==> src/rtl/ifu_pkg.sv <==
// Shared types and constants for the instruction fetch unit.
// FSM state encoding, reset PC, exception vector and bubble instruction.
package ifu_pkg;

    typedef enum logic [1:0] {
        ST_IDLE  = 2'd0,
        ST_FETCH = 2'd1,
        ST_HALT  = 2'd2
    } ifu_state_e;

    localparam logic [31:0] RESET_PC   = 32'h0000_3000;
    localparam logic [31:0] EXC_VECTOR = 32'h0000_4180;
    localparam logic [31:0] NOP_INSTR  = 32'h0000_0000;

    function automatic logic misaligned(input logic [31:0] addr);
        return addr[1:0] != 2'b00;
    endfunction

endpackage

==> src/rtl/ifu_pc_sel.sv <==
// Next fetch-PC select: redirect/exception > sequential +4 > hold.
// Ports: fetch_pc, redirect, redirect_pc, exc, advance in; next_pc out.
module ifu_pc_sel
    import ifu_pkg::*;
(
    input  logic [31:0] fetch_pc,
    input  logic        redirect,
    input  logic [31:0] redirect_pc,
    input  logic        exc,
    input  logic        advance,
    output logic [31:0] next_pc
);

    // Reset has the highest priority but is applied
    // asynchronously by the fetch_pc register itself.
    always_comb begin
        next_pc = fetch_pc;
        if (redirect) begin
            next_pc = exc ? EXC_VECTOR : redirect_pc;
        end else if (advance) begin
            next_pc = fetch_pc + 32'd4;
        end
    end

endmodule

==> src/rtl/instr_fetch_unit.sv <==
// IF stage: fetch PC, imem request, output slot {Instr_IF, pc_IF, if_valid}.
// Optional alignment check on redirect enabled by macro IFU_ALIGN_CHECK_EN.
module instr_fetch_unit
    import ifu_pkg::*;
(
    input  logic        clk,
    input  logic        reset,
    input  logic        stall,
    input  logic        redirect,
    input  logic [31:0] redirect_pc,
    input  logic        halt,
    output logic        imem_req,
    output logic [31:0] imem_addr,
    input  logic [31:0] imem_rdata,
    input  logic        imem_ready,
    output logic [31:0] Instr_IF,
    output logic [31:0] pc_IF,
    output logic        if_valid,
    output logic        exc_adel,
    output logic [31:0] badvaddr
);

    ifu_state_e  state_q;
    ifu_state_e  state_d;
    logic [31:0] fetch_pc;
    logic [31:0] next_pc;
    logic        consume;
    logic        slot_free;
    logic        fire;
    logic        exc;

    assign consume   = if_valid & ~stall;
    assign slot_free = ~if_valid | consume;
    // imem_req already excludes redirect, but ready is
    // masked explicitly so a stray word is never captured.
    assign fire      = imem_req & imem_ready & ~redirect;
    assign imem_addr = fetch_pc;

    always_ff @(posedge clk or negedge reset) begin
        if (!reset) begin
            state_q <= ST_IDLE;
        end else begin
            state_q <= state_d;
        end
    end

    always_comb begin
        state_d = state_q;
        unique case (state_q)
            ST_IDLE:  state_d = ST_FETCH;
            ST_FETCH: if (halt) state_d = ST_HALT;
            ST_HALT:  state_d = ST_HALT;
            default:  state_d = ST_IDLE;
        endcase
        if (redirect) begin
            state_d = ST_FETCH;
        end
    end

    always_comb begin
        imem_req = (state_q == ST_FETCH) & slot_free & ~redirect;
    end

`ifdef IFU_ALIGN_CHECK_EN
    logic        exc_adel_q;
    logic [31:0] badvaddr_q;

    assign exc = redirect & misaligned(redirect_pc);

    always_ff @(posedge clk or negedge reset) begin
        if (!reset) begin
            exc_adel_q <= 1'b0;
            badvaddr_q <= 32'h0;
        end else begin
            exc_adel_q <= exc;
            if (exc) begin
                badvaddr_q <= redirect_pc;
            end
        end
    end

    assign exc_adel = exc_adel_q;
    assign badvaddr = badvaddr_q;
`else
    assign exc      = 1'b0;
    assign exc_adel = 1'b0;
    assign badvaddr = 32'h0;
`endif

    ifu_pc_sel u_pc_sel (
        .fetch_pc    (fetch_pc),
        .redirect    (redirect),
        .redirect_pc (redirect_pc),
        .exc         (exc),
        .advance     (fire),
        .next_pc     (next_pc)
    );

    always_ff @(posedge clk or negedge reset) begin
        if (!reset) begin
            fetch_pc <= RESET_PC;
        end else begin
            fetch_pc <= next_pc;
        end
    end

    always_ff @(posedge clk or negedge reset) begin
        if (!reset) begin
            Instr_IF <= NOP_INSTR;
            pc_IF    <= RESET_PC;
            if_valid <= 1'b0;
        end else if (redirect) begin
            Instr_IF <= NOP_INSTR;
            if_valid <= 1'b0;
        end else if (fire) begin
            Instr_IF <= imem_rdata;
            pc_IF    <= fetch_pc;
            if_valid <= 1'b1;
        end else if (consume) begin
            Instr_IF <= NOP_INSTR;
            if_valid <= 1'b0;
        end
    end

endmodule

==> config.mk <==
export PLATFORM = sky130hd
export DESIGN_NAME = instr_fetch_unit
export DESIGN_NICKNAME = d
export VERILOG_FILES = /design/src/rtl/ifu_pkg.sv /design/src/rtl/ifu_pc_sel.sv /design/src/rtl/instr_fetch_unit.sv
export SDC_FILE = /design/constraint.sdc
export NUM_CORES = 1
export LEC_CHECK = 0
export ABC_AREA = 1
export CELL_PAD_IN_SITES_DETAIL_PLACEMENT = 1
export CELL_PAD_IN_SITES_GLOBAL_PLACEMENT = 1
export CORE_ASPECT_RATIO = 0.8
export CORE_MARGIN = 4
export CORE_UTILIZATION = 33
export CTS_CLUSTER_DIAMETER = 30
export CTS_CLUSTER_SIZE = 10
export DETAILED_ROUTE_END_ITERATION = 8
export GPL_ROUTABILITY_DRIVEN = 0
export PLACE_DENSITY = 0.84
export SETUP_SLACK_MARGIN = 0.15
export SLEW_MARGIN = 20
export SYNTH_ARGS = -nofsm -noshare
export SYNTH_HDL_FRONTEND = slang
export SYNTH_SLANG_ARGS = --single-unit
==> constraint.sdc <==
create_clock -name clk -period 2.7 [get_ports clk]
set_input_delay 0.675 -clock clk [delete_from_list [all_inputs] [get_ports clk]]
set_output_delay 0.675 -clock clk [all_outputs]
set_load 0.02 [all_outputs]
==> results of run 1 <==
worst min path at each step:
stage	endpoint	slack [ns]	depth (start not counted)
2_1_floorplan	Instr_IF[0]$_DFFE_PN0P_	0.38	0
3_3_place_gp	pc_IF[13]$_DFFE_PN1P_	0.46	2
3_5_place_dp	pc_IF[18]$_DFFE_PN0P_	0.47	2
4_1_cts	Instr_IF[8]$_DFFE_PN0P_	0.40	2
5_1_grt	Instr_IF[8]$_DFFE_PN0P_	0.43	2
6_report	Instr_IF[8]$_DFFE_PN0P_	0.38	2
cells in the final DEF (no fill, tap or decap), drive strengths merged:
cell type,n
nand3,60
clkinv,1
dfrtp,95
o211ai,3
nand3b,4
nand4,1
clkbuf,11
buf,11
dfstp,4
nor2,72
a21oi,1
clkdlybuf4s50,165
and2,1
or2,2
conb,33
inv,101
o21ai,86
clkinvlp,1
ha,3
nand2,224
dlygate4sd2,1
stage by stage:
step                      utilization  std cells  hold slack (ns)  setup WS, ns
after floorplan                     -        745            0.379         0.847
final                           0.466       1095            0.385         0.345
after CTS                       0.466       1095            0.403         0.318
after global placement          0.448       1079            0.465        0.0486
after detailed placement        0.448       1079            0.472        0.0429
after global routing            0.466       1095            0.429         0.270
power groups by stage:
stage | sequential (mW) | combinational (mW) | clock (mW)
global route | 2.31 | 2.64 | 1.38
global placement | 2.24 | 2.40 | 0
detailed placement | 2.26 | 2.45 | 0
finish | 2.24 | 2.43 | 1.28
CTS | 2.24 | 2.47 | 1.32
floorplan | 2.69 | 0.791 | 0
registers in the layout (all words and copies together), names as in the netlist:
name / cells
Instr_IF: 32
imem_addr: 32
pc_IF: 32
state_q: 2
if_valid: 1
cells by family after synthesis:
kind of cell               Yosys count  synth area share
other                                1          0.000712
and+or+nand+nor                    364             0.290
AOI/OAI and AO/OA                   90            0.0878
buffers and inverters              156             0.144
adders and majority gates            3           0.00712
DFF                                 99             0.471
routing by layer:
| metal | routed length (um) | track usage |
|---|---|---|
| met4 | 223 | 0.0497 |
| met5 | 0 | 0 |
| met2 | 7880 | 0.312 |
| met3 | 1340 | 0.0564 |
| met1 | 7610 | 0.253 |
layout make-up:
class | count | area, sq um | share of cell area
clock buffers | 11 | 243 | 0.0332
flip-flops and latches | 99 | 2480 | 0.339
well taps | 215 | 269 | 0.0368
repair buffers | 177 | 1760 | 0.240
inverters | 98 | 368 | 0.0503
clock inverters | 5 | 45.0 | 0.00616
multi-input cells | 490 | 2150 | 0.294
==> flow_summary.ini, run 1 <==
[outcome]
status = finished clean

[routing]
first_pass_iters = 4
dr.first_iter.drc_count = 297
via_per_inst = 4.60
post_drt_wl_per_cell_um = 15.6
antenna_left = 0
wirelength_mm = 17.1
detailroute.via_count = 5033
drc = 0

[sta]
grt_setup_unrepaired = false
hold_viol_final = 0
finalCritPeriodShare = 0.872
skew_ns = 0.00887
fin_crit_ns = 2.36
worstMarginPinSlew_ns = 0.824
fin_tns_setup_ns = 0
slew_violations = 0
setup_violations = 0
slew_headroom = 0.451
fmax_mhz = 425

[cts]
tritoncts = yes
cts_resized = 1
clock_path_buffers = 2
root_buffer = clkbuf_16
htreeDepth = 3
clk_pin_slew_ns = 0.07
cts.sinks = 99
numCtsBuffers = 9
cts_hold_buf = 0
post_cts_buffers = 0
worstSkewPairLatency_ns = 0.35

[synthesis]
yosysSeqAreaShare = 0.471
syn_inst = 713
yosys_warnings = 0
ys_seq_elements = 99
async_flop_share = 1.00
synth_edf_count = 0
syn_area_sq_mm = 0.00527
ys.flop_type = dfrtp_1
synth.distinct_cells = 26
synthTopCellsByCount = nand2_1 (220), inv_1 (96), dfrtp_1 (95), o21ai_0 (74), nor2_1 (64)
synth_area_leaders = dfrtp_1 (45%), nand2_1 (16%), o21ai_0 (7.0%)
yosys.area.top_type = dfrtp_1
yosysTopAreaCellShare = 0.451
avgSynthCellArea_sq_um = 7.39
synth_most_common_cell = nand2_1

[worst_setup_path]
max_stage_delay_ns = 0.43
cp.buffers_inverters = 3
crit_family = buffers and inverters
r2r_setup_slack_ns = 0.94
setup.worst_path.end_class = output port
crit_slowest_cell = clkdlybuf4s50_1
reg2reg_to = imem_addr[8]$_DFFE_PN0P_
required_ns = 2.03
crit_cells = 5
endpoint = imem_req
r2r_start = state_q[1]$_DFFE_PN0P_
cp-startpoint = redirect
critPathLaunchType = primary input
critical_path_class = primary input to output port
arrival_ns = 1.68
cp_max_fo = 2
path_cells = clkdlybuf4s50_1, inv_2, nand2_1, nor2_1, dlygate4sd2_1
r2r_cells = 7

[global_routing]
antenna_found_initial = 0
grt_max_degree = 66
grt_pass1_vias = 5174
overflow = 0
grt_pass1_wl_mm = 27.6
gr-usage-all-layers = 0.192

[layout]
area_growth_pct = 38.8
drive_above_1_share = 0.0545
design_area_sq_mm = 0.00731
n_antenna_cell = 0
nets = 948
fillers = 1955

[power_and_ir_drop]
powerDensity_mw_per_mm2 = 813
p_switching_mw = 2.32
p_leak_nw = 3.36
p_clk_frac = 0.216
p_seq_frac = 0.376
combPwrFrac = 0.408
finalPower_mw = 5.95
switching_share = 0.391
ir_worst_vdd_v = 0.000356
p_int_mw = 3.62

[floorplan]
die-height_um = 121
coreArea_sq_mm = 0.0157
die_w_um = 149
design.die.area_sq_mm = 0.0181
initial_utilization = 0.336
pin_count = 201
rows = 41

[flow_run]
cap_violations = 0

[place]
dpl_cell_area_sq_mm = 0.00703
place.detailed.hpwl_mm = 13.0
portBuffers = 167

[min_path]
worstHoldPathType = primary input to asynchronous set/reset pin
No activity file was read; power rests on OpenSTA's default activity.
==> run 2, diff against run 1 <==
- PLACE_DENSITY: 0.84 -> default
- PLACE_DENSITY_LB_ADDON: default -> 0.1
==> flow_summary.ini, run 2 (synthesis gave the netlist of run 1 again) <==
[worst_setup_path]
required_ns = 2.03
setup.worst_path.end_class = output port
reg2reg_to = imem_addr[8]$_DFFE_PN0P_
path_cells = clkdlybuf4s50_1, inv_2, nand2_1, nor2_1, dlygate4sd2_1
arrival_ns = 1.69
max_stage_delay_ns = 0.44
critical_path_class = primary input to output port
cp.buffers_inverters = 3
cp-startpoint = redirect
critPathLaunchType = primary input
r2r_cells = 7
crit_slowest_cell = clkdlybuf4s50_1
cp_max_fo = 2
crit_cells = 5
crit_family = buffers and inverters
r2r_setup_slack_ns = 1.01
r2r_start = state_q[1]$_DFFE_PN0P_

[routing]
met2WireLength_mm = 7.99
highest_layer = met4
drc = 0
first_pass_iters = 4
wl_met1_mm = 7.97
wl_met3_mm = 1.14
via_per_inst = 4.61
antenna_left = 0
wirelength_mm = 17.5
post_drt_wl_per_cell_um = 15.9
dr.first_iter.drc_count = 286
detailroute.via_count = 5054

[global_routing]
gr-usage-all-layers = 0.199
grt_pass1_wl_mm = 28.5
antenna_found_initial = 0
overflow = 0
grt_max_degree = 76
grt_pass1_vias = 5444

[power_and_ir_drop]
p_leak_nw = 3.40
powerDensity_mw_per_mm2 = 831
ir_worst_vdd_v = 0.000328
finalPower_mw = 6.15

[sta]
finalCritPeriodShare = 0.876
worst_slack_ns = 0.336
hold_viol_final = 0
fin_crit_ns = 2.36
setup_violations = 0
slew_violations = 0
grt_setup_unrepaired = false
slew_headroom = 0.483
fmax_mhz = 423
fin_tns_setup_ns = 0
skew_ns = 0.00750
worstMarginPinSlew_ns = 0.772

[layout]
n_antenna_cell = 0
final_common_cell = nand2_1
area_growth_pct = 40.4
nets = 950
mostFrequentLayoutCells = nand2_1 (220), clkdlybuf4s50_1 (165), inv_1 (96)
drive_above_1_share = 0.0556

[cts]
htreeDepth = 3
tritoncts = yes
numCtsBuffers = 9
worstSkewPairLatency_ns = 0.35
cts_hold_buf = 0
root_buffer = clkbuf_16
clk_pin_slew_ns = 0.07
cts.sinks = 99
clock_path_buffers = 2

[floorplan]
die_w_um = 149
initial_utilization = 0.336
rows = 41
die-height_um = 121
design.die.area_sq_mm = 0.0181
coreArea_sq_mm = 0.0157
pin_count = 201

[outcome]
status = finished clean

[place]
portBuffers = 167
place.detailed.hpwl_mm = 13.2
preCtsSetupSlack_ns = 0.0546

[flow_run]
cap_violations = 0

[min_path]
worstHoldPathType = primary input to asynchronous set/reset pin
## run 2: timing repair
item	4_1_cts	5_1_grt
endpoints found under the setup margin	1	0
setup buffers	0	0
resized for setup	1	0
## run 2: worst reg2reg max path: stages (launching register included)
cell and delay (ns):
dfrtp_1 0.36, inv_1 0.09, ha_1 0.24, nand4_4 0.20
buf_12 0.25, a21oi_1 0.25, o21ai_0 0.15, nand3_1 0.09
## run 2: report_power, final
part           total, mW  switching [mW]  leakage (nW)  internal (mW)
Combinational       2.42            1.37          1.98           1.06
Clock               1.49           0.581         0.160          0.906
Sequential          2.24           0.334          1.26           1.91
## run 2: area by class of cell
class / instances / area (sq um)
tap: 215 / 269
clock inverter: 5 / 103
timing repair buffer: 179 / 1780
multi-input combinational: 490 / 2160
fill: 1958 / 8300
sequential: 99 / 2480
inverter: 98 / 368
clock buffer: 11 / 233
## run 2: metrics by stage
step                      std cells   util  hold slack [ns]  instance area [sq um]
final                          1097  0.471            0.289                   7400
after global routing           1097  0.471            0.321                   7400
after CTS                      1097  0.471            0.312                   7390
after detailed placement       1081  0.449            0.472                   7050
after global placement         1081  0.449            0.467                   7050
after floorplan                 745      -            0.379                   5390
## run 2: how the worst max path moves through the flow
stage | end | slack, ns
final | imem_req | 0.34
after floorplan | imem_req | 0.85
after global placement | imem_req | 0.07
after detailed placement | imem_req | 0.05
after CTS | imem_req | 0.32
after global routing | imem_req | 0.25
## run 2: layer usage
layer / GRT usage / vias up
li1: - / 2459
met1: 0.262 / 2428
met2: 0.318 / 144
met3: 0.0583 / 23
met4: 0.0623 / 0
met5: 0 / -
==> run 3, diff against run 2 <==
- CTS_CLUSTER_SIZE: 10 -> 28
- SLEW_MARGIN: 20 -> default
==> flow_summary.ini, run 3 (synthesis gave the netlist of run 1 again) <==
[sta]
fin_tns_setup_ns = 0
worstMarginPinSlew_ns = 1.19
grt_setup_unrepaired = false
fin_hold_ws_ns = 0.289
fin_crit_ns = 2.37
slew_headroom = 0.207
hold_viol_final = 0
skew_ns = 0.00823
setup_violations = 0
fmax_mhz = 422
finalCritPeriodShare = 0.879
slew_violations = 0

[worst_setup_path]
crit_slowest_cell = clkdlybuf4s50_1
critPathLaunchType = primary input
setup.worst_path.end_class = output port
required_ns = 2.03
crit_family = buffers and inverters
critical_path_class = primary input to output port
cp_max_fo = 2
path_cells = clkdlybuf4s50_1, inv_2, nand2_1, nor2_1, dlygate4sd2_1
max_stage_delay_ns = 0.44
arrival_ns = 1.70
cp.buffers_inverters = 3

[global_routing]
grt_pass1_vias = 5444
antenna_found_initial = 0
grt_pass1_wl_mm = 28.5
grt_max_degree = 76
gr-usage-all-layers = 0.199
overflow = 0

[layout]
area_growth_pct = 40.2
n_antenna_cell = 0
nets = 950
drive_above_1_share = 0.0556
final_common_cell = nand2_1
design_area_sq_mm = 0.00739
mostFrequentLayoutCells = nand2_1 (220), clkdlybuf4s50_1 (165), inv_1 (96)

[cts]
numCtsBuffers = 9
worstSkewPairLatency_ns = 0.35
cts.sinks = 99
tritoncts = yes
htreeDepth = 3
clock_path_buffers = 2
clk_pin_slew_ns = 0.07
root_buffer = clkbuf_16

[floorplan]
rows = 41
pin_count = 201
die_w_um = 149
initial_utilization = 0.336
coreArea_sq_mm = 0.0157
design.die.area_sq_mm = 0.0181
die-height_um = 121

[routing]
via_per_inst = 4.63
wirelength_mm = 17.4
first_pass_iters = 4
drc = 0
post_drt_wl_per_cell_um = 15.9
detailroute.via_count = 5075
dr.first_iter.drc_count = 295
antenna_left = 0

[outcome]
status = finished clean

[power_and_ir_drop]
ir_worst_vdd_v = 0.000324
p_leak_nw = 3.39
powerDensity_mw_per_mm2 = 831

[place]
dpl_cell_area_sq_mm = 0.00705
portBuffers = 167
place.detailed.hpwl_mm = 13.2

[flow_run]
cap_violations = 0

[min_path]
worstHoldPathType = primary input to asynchronous set/reset pin
-- run 3: cell counts in the layout (fill, tap and decap cells not counted) --
No cell type changed its count.
-- run 3: worst paths after layout --
| check | startpoint | to | slack (ns) | cells after the start |
|---|---|---|---|---|
| hold reg to reg | pc_IF[4]$_DFFE_PN0P_ | pc_IF[4]$_DFFE_PN0P_ | 0.49 | 2 |
| max in group asynchronous | reset | Instr_IF[20]$_DFFE_PN0P_ | 1.75 | 2 |
| setup / recovery | redirect | imem_req | 0.33 | 5 |
| min in group clk | pc_IF[4]$_DFFE_PN0P_ | pc_IF[4]$_DFFE_PN0P_ | 0.49 | 2 |
| setup reg to reg | state_q[0]$_DFFE_PN0P_ | Instr_IF[3]$_DFFE_PN0P_ | 0.88 | 4 |
| hold / removal | reset | imem_addr[1]$_DFFE_PN0P_ | 0.29 | 1 |
-- run 3: worst reg2reg max path: cells and delay by family (launching register included) --
family / cells / cell delay, ns
AOI/OAI and AO/OA: 2 / 0.90
and+or+nand+nor: 1 / 0.17
adders and majority gates: 1 / 0.26
DFF: 1 / 0.39
-- run 3: stage by stage --
stage	total power, mW	cells	utilization	setup slack (ns)
2_1_floorplan	3.48	745	-	0.847
3_3_place_gp	4.64	1081	0.449	0.0696
3_5_place_dp	4.71	1081	0.449	0.0546
4_1_cts	6.23	1097	0.471	0.321
5_1_grt	6.53	1097	0.471	0.244
6_report	6.14	1097	0.471	0.328
-- run 3: metal layers --
metal / part of all wire / wire (um) / vias to the layer above / track usage
li1: - / - / 2459 / -
met1: 0.46 / 7940 / 2443 / 0.262
met2: 0.46 / 7950 / 149 / 0.318
met3: 0.065 / 1140 / 24 / 0.0583
met4: 0.022 / 388 / 0 / 0.0623
met5: 0 / 0 / - / 0
-- run 3: what timing repair did --
item	CTS	global route
buffers inserted	0	0
gates resized for setup	1	0
endpoints found under the setup margin	1	0
hold buffers	0	0
-- run 3: cell type report --
| cell class | instances | area (sq um) |
|---|---|---|
| timing repair buffer | 179 | 1780 |
| fill | 1960 | 8310 |
| clock inverter | 5 | 103 |
| multi-input combinational | 490 | 2150 |
| sequential | 99 | 2480 |
| tap | 215 | 269 |
| clock buffer | 11 | 233 |
| inverter | 98 | 368 |
-- run 3: report_power, final --
| group | switching [mW] | internal (mW) |
|---|---|---|
| clock | 0.578 | 0.906 |
| sequential | 0.334 | 1.91 |
| combinational | 1.36 | 1.06 |
| total | 2.27 | 3.87 |
==> patch 1 (config.mk and constraints of run 2) <==
The 3 states of `ifu_state_e` get a one-hot encoding in 3 bits.
--- a/src/rtl/ifu_pkg.sv
+++ b/src/rtl/ifu_pkg.sv
@@ -3,8 +3,8 @@
 package ifu_pkg;
 
-    typedef enum logic [1:0] {
-        ST_IDLE  = 2'd0,
-        ST_FETCH = 2'd1,
-        ST_HALT  = 2'd2
+    typedef enum logic [2:0] {
+        ST_IDLE  = 3'b001,
+        ST_FETCH = 3'b010,
+        ST_HALT  = 3'b100
     } ifu_state_e;
 
Formal check against the unedited RTL: same outputs for any inputs over 10 cycles, from zero or initial values and one cycle with reset low; not proved beyond that.
==> patch 1 against run 2 <==
Sequential cell count rose by 1. Total power fell by 8.2%. Synthesized cell count fell by 4.8%. Routed wire length fell by 3.5%. Design area fell by 2.4%. Combinational power fell by 12%. Count of clock-buffer cells in the layout rose by 2. Worst setup slack got worse by 0.034 ns. Synthesized area fell by 1.8%. Critical path type unchanged.
==> patch 1: results (changes against run 2) <==
layout cells sized above 1 6.25% (+0.69 points); largest net degree at the start of global routing 44 (-42%); clock root cell clkbuf_16; Worst Tran Pin Value 0.783 ns (+0.0113 ns); status finished clean; port bufs 167 (unchanged); worst vdd ir 0.376 mV (+15%); Crit path arrival time 1.72 ns (+0.03 ns); number of global-route vias before repair 5287 (-2.9%); htree depth 3 (unchanged); Post-synth top cells nand2_1 (261), dfrtp_1 (95), nand3_1 (95); gr usage total 19.3% (-0.63 points); Worst Setup EP imem_req; Post-Synth Adder-Cell Area 0.242% (-0.47 points); R2R Path Start imem_addr[3]; clock skew 0.0106 ns (+0.00309 ns); Compound-Gate Fraction of Synth Area 4.69% (-4.1 points); ant diodes 0 (unchanged); Initial DRT Pass Iterations 4 (unchanged); post_cts resized 1 (unchanged); sequential cell area fraction in the yosys report 48.5% (+1.4 points); FF-to-FF End imem_addr[18]; leakage power 3.44 nW (+1.2%); FF-to-FF setup slack 0.95 ns (-0.06 ns); Unique masters post-synth 27 (+3.8%); depth of the most critical reg-to-reg path 8 (+1); mux contribution to synthesized area 0% (unchanged); switching part of the total 36.2% (-0.91 points); xor-xnor portion of the synthesized cell area 0.846% (+0.85 points); Setup WS pre-CTS 0.0325 ns (-0.0221 ns); Vias/cell 4.64 (+0.71%); DRT iter0 DRCs 178 (-38%); setup repair bufs after CTS 0 (unchanged); first-pass GRT wire length 27.6 mm (-3.1%); largest cells by area after synthesis dfrtp_1 (46%), nand2_1 (19%), nand3_1 (9.2%), buf_4 (4.9%), inv_1 (3.8%); Final nets 914 (-3.8%); detailed placement HPWL 12.9 mm (-2.6%); final WL 16.9 mm (-3.5%); Top FF cell, synth dfrtp_1; PnR worst setup slack 0.302 ns (-0.0337 ns); hold crit path type input port to asynchronous set/reset pin
[patch 1: stage by stage]
step           instance area (µm²)  instances
5_1_grt                       7220       1058
4_1_cts                       7220       1058
2_1_floorplan                 5300        711
6_report                      7220       1058
3_5_place_dp                  6910       1042
3_3_place_gp                  6910       1042
[patch 1: power by group through the flow]
stage | registers [mW] | logic [mW] | clock network (mW)
after global placement | 2.19 | 2.11 | 0
after detailed placement | 2.21 | 2.15 | 0
after floorplan | 2.60 | 0.644 | 0
final | 2.18 | 2.12 | 1.34
after global routing | 2.24 | 2.31 | 1.44
after CTS | 2.19 | 2.16 | 1.38
[patch 1: cell type report]
type	instances	area, µm²
Tap cell	210	263
Fill cell	1893	8000
Clock buffer	13	260
Inverter	55	206
Clock inverter	3	46.3
Sequential cell	100	2510
Multi-Input combinational cell	496	2160
Timing Repair Buffer	181	1770
[patch 1: metal layers]
| layer | routed length, µm | up-vias | part of all wire [%] | GRT usage, % |
|---|---|---|---|---|
| li1 | - | 2392 | - | - |
| met1 | 7780 | 2372 | 46 | 25.8 |
| met2 | 7970 | 133 | 47 | 31.9 |
| met3 | 935 | 12 | 5.5 | 4.79 |
| met4 | 173 | 0 | 1.0 | 3.98 |
| met5 | 0 | - | 0 | 0 |
[patch 1: how the worst min path moves through the flow]
stage | start | to | slack (ns)
floorplan | reset | Instr_IF[0] | 0.38
global placement | pc_IF[22] | pc_IF[22] | 0.47
detailed placement | pc_IF[8] | pc_IF[8] | 0.47
CTS | reset | pc_IF[11] | 0.33
global route | reset | imem_addr[17] | 0.36
finish | reset | pc_IF[11] | 0.31
[patch 1: cells by family after synthesis]
logic type | count (synthesis)
adder cells (fa/ha/maj) | 1
AO/OA/AOI/OAI | 47
XOR/XNOR | 5
buffers and inverters | 115
AND/OR/NAND/NOR | 410
flip-flops | 100
other | 1
==> patch 2 (config.mk and constraints of run 2) <==
Without the edit above. Add a define of `IFU_ALIGN_CHECK_EN`.
--- a/src/rtl/instr_fetch_unit.sv
+++ b/src/rtl/instr_fetch_unit.sv
@@ -1,4 +1,6 @@
 // IF stage: fetch PC, imem request, output slot {Instr_IF, pc_IF, if_valid}.
 // Optional alignment check on redirect enabled by macro IFU_ALIGN_CHECK_EN.
+`define IFU_ALIGN_CHECK_EN
+
 module instr_fetch_unit
     import ifu_pkg::*;
Formal check against the unedited RTL: not equivalent (a bounded check fails within 4 cycles, from zero or initial values and one cycle with reset low).
==> patch 2 against run 2 <==
Synthesized area is 15% higher. Total power rose by 19%. Combinational power is 3% lower. Sequential cell count up 33. Clock power increased by 52%. Count of clock-buffer cells in the layout grew 13. Routed wire length grew 23%. Design area rose by 21%. Worst setup slack worse by 0.016 ns.
==> patch 2: results (changes against run 2) <==
R2R Path Start state_q[1]; Area Growth Syn to Fin 47.4%; Slew headroom 53.7% (+5.5 points); M1 GR Usage 28.9% (+2.7 points); WL met2 9.87 mm (+23%); sequential cell area fraction in the yosys report 54.4% (+7.3 points); multi-input logic portion of the cell area 25.9% (-3.3 points); port bufs 200 (+20%); DRT iter0 DRCs 349 (+22%); largest cells by area after synthesis dfrtp_1 (53%), nand2_1 (15%), o21ai_0 (7.9%), inv_1 (4.8%), nor2_1 (3.1%); Layout clock area frac 6.32% (+1.8 points); Signal buf overhead 24.2% (+0.073 points); Initial DRT Pass Iterations 5 (+1); Unique masters post-synth 31 (+19%); CTS buffer count 17 (+8); FF-to-FF setup slack 0.83 ns (-0.18 ns); met3 global-route usage 5.76% (-0.070 points); crit-path max FO 2 (unchanged); inverter count 83 (-15%); P_comb 2.35 mW (-3%); net switching power 2.45 mW (+7.5%); layout cells sized above 1 8.66% (+3.1 points); worst vdd ir 0.337 mV (+2.8%); DIE AREA 20700 µm² (+14%); Filler Cells Inserted 2111 (+7.8%); Worst-Skew Late Latency 0.42 ns (+0.07 ns); Met1 Wirelength 9.97 mm (+25%); synth warn 0 (unchanged); status finished clean; depth of the most critical reg-to-reg path 9 (+2); leakage power 3.95 nW (+16%); Post-synth top cells nand2_1 (241), dfrtp_1 (128), o21ai_0 (96); xor-xnor portion of the synthesized cell area 0.288% (+0.29 points); htree depth 4 (+1); met2 Usage GRT 33.0% (+1.2 points); Layout clock buffers 24 (+13); Clock Sinks 132 (+33%); multi-input gates 497 (+1.4%); bufs w/o clock 217 (+21%); wire length per cell 18.0 µm (+13%); Crit path arrival time 1.71 ns (+0.02 ns); clock-net power 2.26 mW (+52%); WHS 0.178 ns (-0.112 ns); number of global-route vias before repair 6267 (+15%); Post-Synth Adder-Cell Area 0.617% (-0.095 points); gr usage total 21.0% (+1.1 points); Final nets 1021 (+7.5%); largest net degree at the start of global routing 64 (-16%); cell area after placement 8390 µm² (+19%); detailed placement HPWL 16.2 mm (+22%)
patch 2: per-stage QoR:
step	util, %	std cells	worst slack, ns
global placement	46.3	1159	0.0286
CTS	49.4	1188	0.299
floorplan	-	742	0.715
finish	49.5	1188	0.320
detailed placement	46.3	1159	-0.146
global route	49.5	1188	0.264
patch 2: worst max-delay path, cell delays in order:
cell and delay (ns):
clkdlybuf4s50_1 0.43, nand2_1 0.10, nand2_1 0.05, nor2_1 0.08, dlygate4sd2_1 0.37
patch 2: repair_timing:
action                     CTS  global route
setup endpoints to repair    1             0
hold buffers                 0             0
gates resized for setup      1             0
patch 2: worst max-delay path by stage:
stage / from / to / slack, ns / cells past startpoint
global placement: stall / imem_req / 0.03 / 5
floorplan: redirect / imem_req / 0.72 / 3
CTS: redirect / Instr_IF[29] / 0.30 / 8
global route: stall / imem_req / 0.26 / 5
detailed placement: redirect / Instr_IF[3] / -0.15 / 8
finish: stall / imem_req / 0.32 / 5
